$ cat config.mk
export PLATFORM = sky130hd
export DESIGN_NAME = uart_tx
export DESIGN_NICKNAME = d
export VERILOG_FILES = /design/src/rtl/uart_pkg.sv /design/src/rtl/uart_baud_cnt.sv /design/src/rtl/uart_tx.sv
export SDC_FILE = /design/constraint.sdc
export NUM_CORES = 1
export LEC_CHECK = 0
export BUFFER_PORTS_ARGS = -buffer_cell sky130_fd_sc_hd__buf_2
export CAP_MARGIN = 10
export CORE_MARGIN = 3
export CORE_UTILIZATION = 43
export DETAILED_ROUTE_END_ITERATION = 12
export SLEW_MARGIN = 5
export SYNTH_ARGS = -nofsm -noshare
export SYNTH_HDL_FRONTEND = slang
export SYNTH_SLANG_ARGS = --single-unit
$ cat constraint.sdc
create_clock -name clk -period 5.5 [get_ports clk]
set_clock_uncertainty 0.05 [all_clocks]
set_input_delay 1.1 -clock clk [delete_from_list [all_inputs] [get_ports clk]]
set_output_delay 1.1 -clock clk [all_outputs]
set_load 0.03 [all_outputs]
$ cat src/rtl/uart_pkg.sv
// Shared UART definitions: FSM state encoding, default line settings, frame shape.
// Used by both the transmit and receive paths.
package uart_pkg;
    typedef enum logic [1:0] {
        IDLE  = 2'd0,
        START = 2'd1,
        DATA  = 2'd2,
        STOP  = 2'd3
    } uart_state_t;

    localparam int DEF_CLK_FREQ = 50_000_000;
    localparam int DEF_BAUD     = 115_200;
    localparam int DATA_BITS    = 8;
    localparam int STOP_BITS    = 1;
endpackage

$ cat src/rtl/uart_baud_cnt.sv
// Bit-period counter: counts 0..CLKS_PER_BIT-1 and flags the last cycle of each bit.
// clear holds the count at zero so the first bit starts a full period after release.
module uart_baud_cnt #(
    parameter int CLKS_PER_BIT = 434
) (
    input  logic clk,
    input  logic rst_n,
    input  logic clear,
    output logic bit_end
);
    localparam int W = (CLKS_PER_BIT > 1) ? $clog2(CLKS_PER_BIT) : 1;
    localparam logic [W-1:0] LAST = W'(CLKS_PER_BIT - 1);

    logic [W-1:0] cnt;

    assign bit_end = (cnt == LAST);

    always_ff @(posedge clk) begin
        if (!rst_n || clear)
            cnt <= '0;
        else if (bit_end)
            cnt <= '0;
        else
            cnt <= cnt + 1'b1;
    end
endmodule

$ cat src/rtl/uart_tx.sv
// 8N1 UART transmitter with a valid/ready byte input and registered serial output.
// tx falls on the accepting edge; tx_ready and tx_done rise together at frame end.
module uart_tx
    import uart_pkg::*;
#(
    parameter int CLK_FREQ     = DEF_CLK_FREQ,
    parameter int BAUD         = DEF_BAUD,
    parameter int CLKS_PER_BIT = CLK_FREQ / BAUD
) (
    input  logic       clk,
    input  logic       rst_n,
    input  logic [7:0] tx_data,
    input  logic       tx_valid,
    output logic       tx_ready,
    output logic       tx,
    output logic       tx_done
);
    localparam logic [2:0] LAST_IDX = 3'(DATA_BITS - 1);

    uart_state_t state;
    logic [7:0]  shift;
    logic [2:0]  bit_idx;
    logic        bit_end;

    // Counter is held at zero while idle so the accepting edge starts a fresh bit period.
    uart_baud_cnt #(.CLKS_PER_BIT(CLKS_PER_BIT)) u_baud (
        .clk     (clk),
        .rst_n   (rst_n),
        .clear   (state == IDLE),
        .bit_end (bit_end)
    );

    always_ff @(posedge clk) begin
        if (!rst_n) begin
            state    <= IDLE;
            tx       <= 1'b1;
            tx_ready <= 1'b1;
            tx_done  <= 1'b0;
            bit_idx  <= '0;
            shift    <= '0;
        end else begin
            tx_done <= 1'b0;
            case (state)
                IDLE: begin
                    if (tx_valid) begin
                        shift    <= tx_data;
                        state    <= START;
                        tx       <= 1'b0;
                        tx_ready <= 1'b0;
                        bit_idx  <= '0;
                    end
                end
                START: begin
                    if (bit_end) begin
                        state   <= DATA;
                        tx      <= shift[0];
                        bit_idx <= '0;
                    end
                end
                DATA: begin
                    if (bit_end) begin
                        shift <= {1'b0, shift[7:1]};
                        if (bit_idx == LAST_IDX) begin
                            state <= STOP;
                            tx    <= 1'b1;
                        end else begin
                            bit_idx <= bit_idx + 1'b1;
                            tx      <= shift[1];
                        end
                    end
                end
                STOP: begin
                    if (bit_end) begin
                        state    <= IDLE;
                        tx_ready <= 1'b1;
                        tx_done  <= 1'b1;
                    end
                end
                default: state <= IDLE;
            endcase
        end
    end
endmodule
---- Word level (Yosys, flattened, before mapping) ----
Cells that the tools add are included.
operators by class
  $add $sub $neg .......................... 2
  multiply operators ...................... 0
  divide/modulo/power cells ............... 0
  $lt $le $gt $ge ......................... 0
  equality and inequality tests ........... 11
  shift operators ......................... 0
  multiplexer cells ....................... 22
  bitwise operators ....................... 0
  reductions and logical operators ........ 13
operators with widths
  kind                 count
  $mux 8               2
  $pmux 8 s2           1
  $mux 3               4
  $ne 2x2->1 const B   6
  $mux 2               5
  $reduce_and 5->1     2
  $add 9x1->9 const B  1
  $eq 9x9->1 const B   1
  $pmux 3 s3           1
  $pmux 2 s4           1
  $mux 1               6
  $reduce_and 3->1     2
  $eq 2x2->1 const B   2
  $reduce_and 4->1     1
  $reduce_bool 2->1    2
  $add 3x1->3 const B  1
  $eq 3x3->1 const B   1
  $pmux 1 s3           1
  $reduce_bool 3->1    1
  $eq 2x1->1 const B   1
  $logic_not 2->1      1
  $pmux 1 s2           1
  $reduce_and 2->1     1
  $reduce_or 2->1      1
  2 further kinds      2
storage, ports and cells
  register bits after elaboration ......... 25
  bits in latches ......................... 0
  bits in writable memories ............... 0
  ROM bits ................................ 0
  input bits .............................. 11
  output and inout bits ................... 3
  word-level logic and storage cells ...... 55
  memories kept ........................... 0

---- Depth between registers and ports, before layout ----
  word-level depth ........................ 4
  gate-level depth with buffers ........... 7
  mapped depth without buffers ............ 6

---- Hierarchy ----
A second synthesis with hierarchy kept.
second synthesis, totals
  cells, all modules ...................... 137
  area total of the unflattened synthesis .. 1293.7 sq um
by module, submodules not included
  module         times used  cells each  area an instance (sq um)  seq. area each (sq um)
  uart_tx        1           91          873.3                     320.3
  uart_baud_cnt  1           46          420.4                     180.2

---- Worst setup path after synthesis ----
No wires, ideal clock.
  kind .................................... input port to flip-flop
  start point ............................. input port tx_valid
  end point ............................... register bit_idx[0]
  setup time .............................. 0.059 ns
  data arrival time ....................... 2.180 ns
  required time ........................... 5.391 ns
  setup slack ............................. 3.211 ns
  stages on the path ...................... 4
  path buffers ............................ 0
  cell sequence ........................... and2b_1 nor4b_4 nor4b_4 mux2_1
on the way
  cells in the longest elaborated chain, start to end .. 2
ends and longest elaborated chain
  item                        RTL line       text
  start, declared             uart_tx.sv:13  input logic tx_valid,
  $ne 2x2->1 (no line)        n/a
  $reduce_and 5->1 (no line)  n/a
  end signal, assigned        uart_tx.sv:67  bit_idx <= bit_idx + 1'b1;
  end, declared               uart_tx.sv:22  logic [2:0] bit_idx;
Every way passes these cells.
A chain may end at the register's enable or synchronous reset.

---- Final worst setup path ----
  start point ............................. input port tx_valid
  end point ............................... register bit_idx[2]
The elaborated chain is that of the path after synthesis.

==> run_results.csv <==
group,metric,value,unit
critical_path,worstPathMaxFanout,8,
cells_and_area,fin_nets,159,
flow_run,max_cap_violations,0,
placement,dpl.hpwl,1690,um
detailed_routing,drc,0,
cells_and_area,num_antenna_cells,0,
sta,slew_headroom,0.610,
detailed_routing,routed.top_layer,"met4",
cts,post-cts-setup-buffers,0,
yosys,avgSynthCellArea,9.84,um^2
grt,grt_overflow_total,0,
cells_and_area,area_delta_synth_final,9.74,%
sta,fin_crit,2230,ps
critical_path,crit_required,5720,ps
yosys,synth_area,0.00122,mm^2
grt,grt_pass1_wl,4150,um
die,io_pins,14,
detailed_routing,wl_met3,114,um
critical_path,r2r_slack,3400,ps
worst_hold_path,holdCritPathClass,"reg -> reg",
detailed_routing,drtAntennaViolNets,0,
yosys,synth_cells,124,
detailed_routing,dr_total_vias,929,
power,powerDensity,337,mW/mm^2
placement,place_congestion,0.728,
die,num_rows,18,
yosys,ys.flop_type,"dfxtp_1",
die,die_h,59.3,um
sta,rsz0062_at_grt,"false",
cts,root_buffer,"clkbuf_4",
sta,fmax,449,MHz
grt,grt_max_degree,15,
yosys,synth_edf_count,0,
cts,cts.sinks,25,
yosys,yosys_register_bits,25,
detailed_routing,wire_per_inst,13.4,um
power,power_leakage,0.519,nW
die,fp.dieW,59.3,um
power,power,0.451,mW
die,die_area,0.00351,mm^2
die,start_util,0.471,
grt,grt_pass1_vias,914,
critical_path,path_class,"in -> reg",
grt,antenna_found_initial,0,
detailed_routing,wl_met2,914,um
detailed_routing,wirelength,2250,um
cts,clockBufferDepth,2,
yosys,yosys_warnings,0,
critical_path,crit_arrival,2450,ps
sta,hold_viol_final,0,
cells_and_area,drive_above_1_share,0.152,
detailed_routing,drt-pass1-iter-count,4,
detailed_routing,drt-met1-wl,1210,um
cts,cts_resized,0,
cts,htree_levels,1,
cts,clkLatencyLatePin,320,ps
yosys,async_flop_share,0,
detailed_routing,viasPerCell,5.53,
critical_path,start_kind,"primary input",
cts,clk_pin_slew,130,ps
cts,cts_tree,"yes",
detailed_routing,drt_iter0_drc,63,
run_status,status,"completed",
yosys,synth_seq_area_share,0.410,
placement,place_area,0.00131,mm^2
critical_path,cp-end-kind,"register",
cells_and_area,stdcell_area,0.00134,mm^2
sta,fin_setup_tns,0,ps
power,ir_worst_vdd,213,uV
die,coreArea,0.00259,mm^2
sta,whs,430,ps
sta,finalMaxSlewViolations,0,
cts,numCtsBuffers,3,
yosys,ys_types,33,
sta,timing.final.crit_share,0.405,
cells_and_area,n_fill_cell,258,
cts,cts_hold_buf,0,
placement,io_buffers,13,
sta,tightest_slew,584,ps
grt,grt_util_all_layers,0.153,
yosys,syn-num-nets,144,
sta,setup_violations,0,
[kinds of logic after synthesis]
family | Yosys count | share of synthesized area
compound gates | 29 | 0.185
xor+xnor | 7 | 0.0503
fa+ha+maj | 9 | 0.0923
buf+inv | 8 | 0.0246
flops | 25 | 0.410
mux | 2 | 0.0174
simple gates | 44 | 0.221
[cell type report]
cell class	instances	area (um^2)	area share
Timing Repair Buffer	13	65.1	0.0486
Tap cell	30	37.5	0.0280
Clock inverter	1	5.00	0.00374
Clock buffer	3	22.5	0.0168
Sequential cell	25	500	0.374
Inverter	5	18.8	0.0140
Multi-Input combinational cell	91	689	0.515
[state kept, by name, summed over array words and instances (netlist names)]
signal / flops
bit_idx: 3
shift: 8
state: 2
tx: 1
tx_done: 1
tx_ready: 1
u_baud.cnt: 9
[routing by layer]
metal,up-vias,global-route usage
met1,428,0.210
met3,2,0.0501
met4,0,0.0388
li1,480,-
met2,19,0.231
met5,-,0
[per-stage QoR]
step           utilization  setup slack (ps)  cells
6_report             0.517              3270    168
5_1_grt              0.517              3160    168
4_1_cts              0.517              3270    168
3_5_place_dp         0.506              2920    164
3_3_place_gp         0.506              2980    164
2_1_floorplan            -              3210    124
[worst paths after layout]
| kind | cells after the start | endpoint | from |
|---|---|---|---|
| max reg2reg | 6 | bit_idx[2]$_SDFFE_PN0P_ | state[0]$_SDFFE_PN0P_ |
| max | 5 | bit_idx[2]$_SDFFE_PN0P_ | tx_valid |
| min | 1 | shift[5]$_SDFFE_PN0P_ | shift[5]$_SDFFE_PN0P_ |
| min reg2reg | 1 | shift[5]$_SDFFE_PN0P_ | shift[5]$_SDFFE_PN0P_ |
[report_power, final]
group | switching [mW] | internal (mW)
sequential | 0.0215 | 0.210
clock | 0.0551 | 0.0273
combinational | 0.0826 | 0.0545
total | 0.159 | 0.292
[cell usage after synthesis (all sizes together) (2+ instances only)]
cell	n	share of area
nand2	11	0.034
xor2	3	0.022
dfxtp	25	0.41
a21oi	2	0.0082
o21ai	4	0.016
and4	2	0.014
xnor2	4	0.029
nor3	2	0.0082
a22oi	7	0.043
nor4b	2	0.039
a22o	2	0.014
o2bb2ai	7	0.050
ha	9	0.092
inv	5	0.015
nand3	3	0.012
a31oi	2	0.010
clkbuf	3	0.0092
or3	2	0.010
nor2	15	0.046
[cell usage in the layout (no fill, tap or decap), drive strengths merged, types with 4 or more instances in the layout]
cell	instances
ha	9
nor2	15
xnor2	4
o21ai	4
inv	5
nand2	11
o2bb2ai	7
buf	13
dfxtp	25
a22oi	7
[critical path, cell delays in order]
cell	delay [ps]
buf_2	90
and2b_1	270
nor4b_4	500
nor4b_4	330
a22o_1	170
No activity file was read; power rests on OpenSTA's default activity.
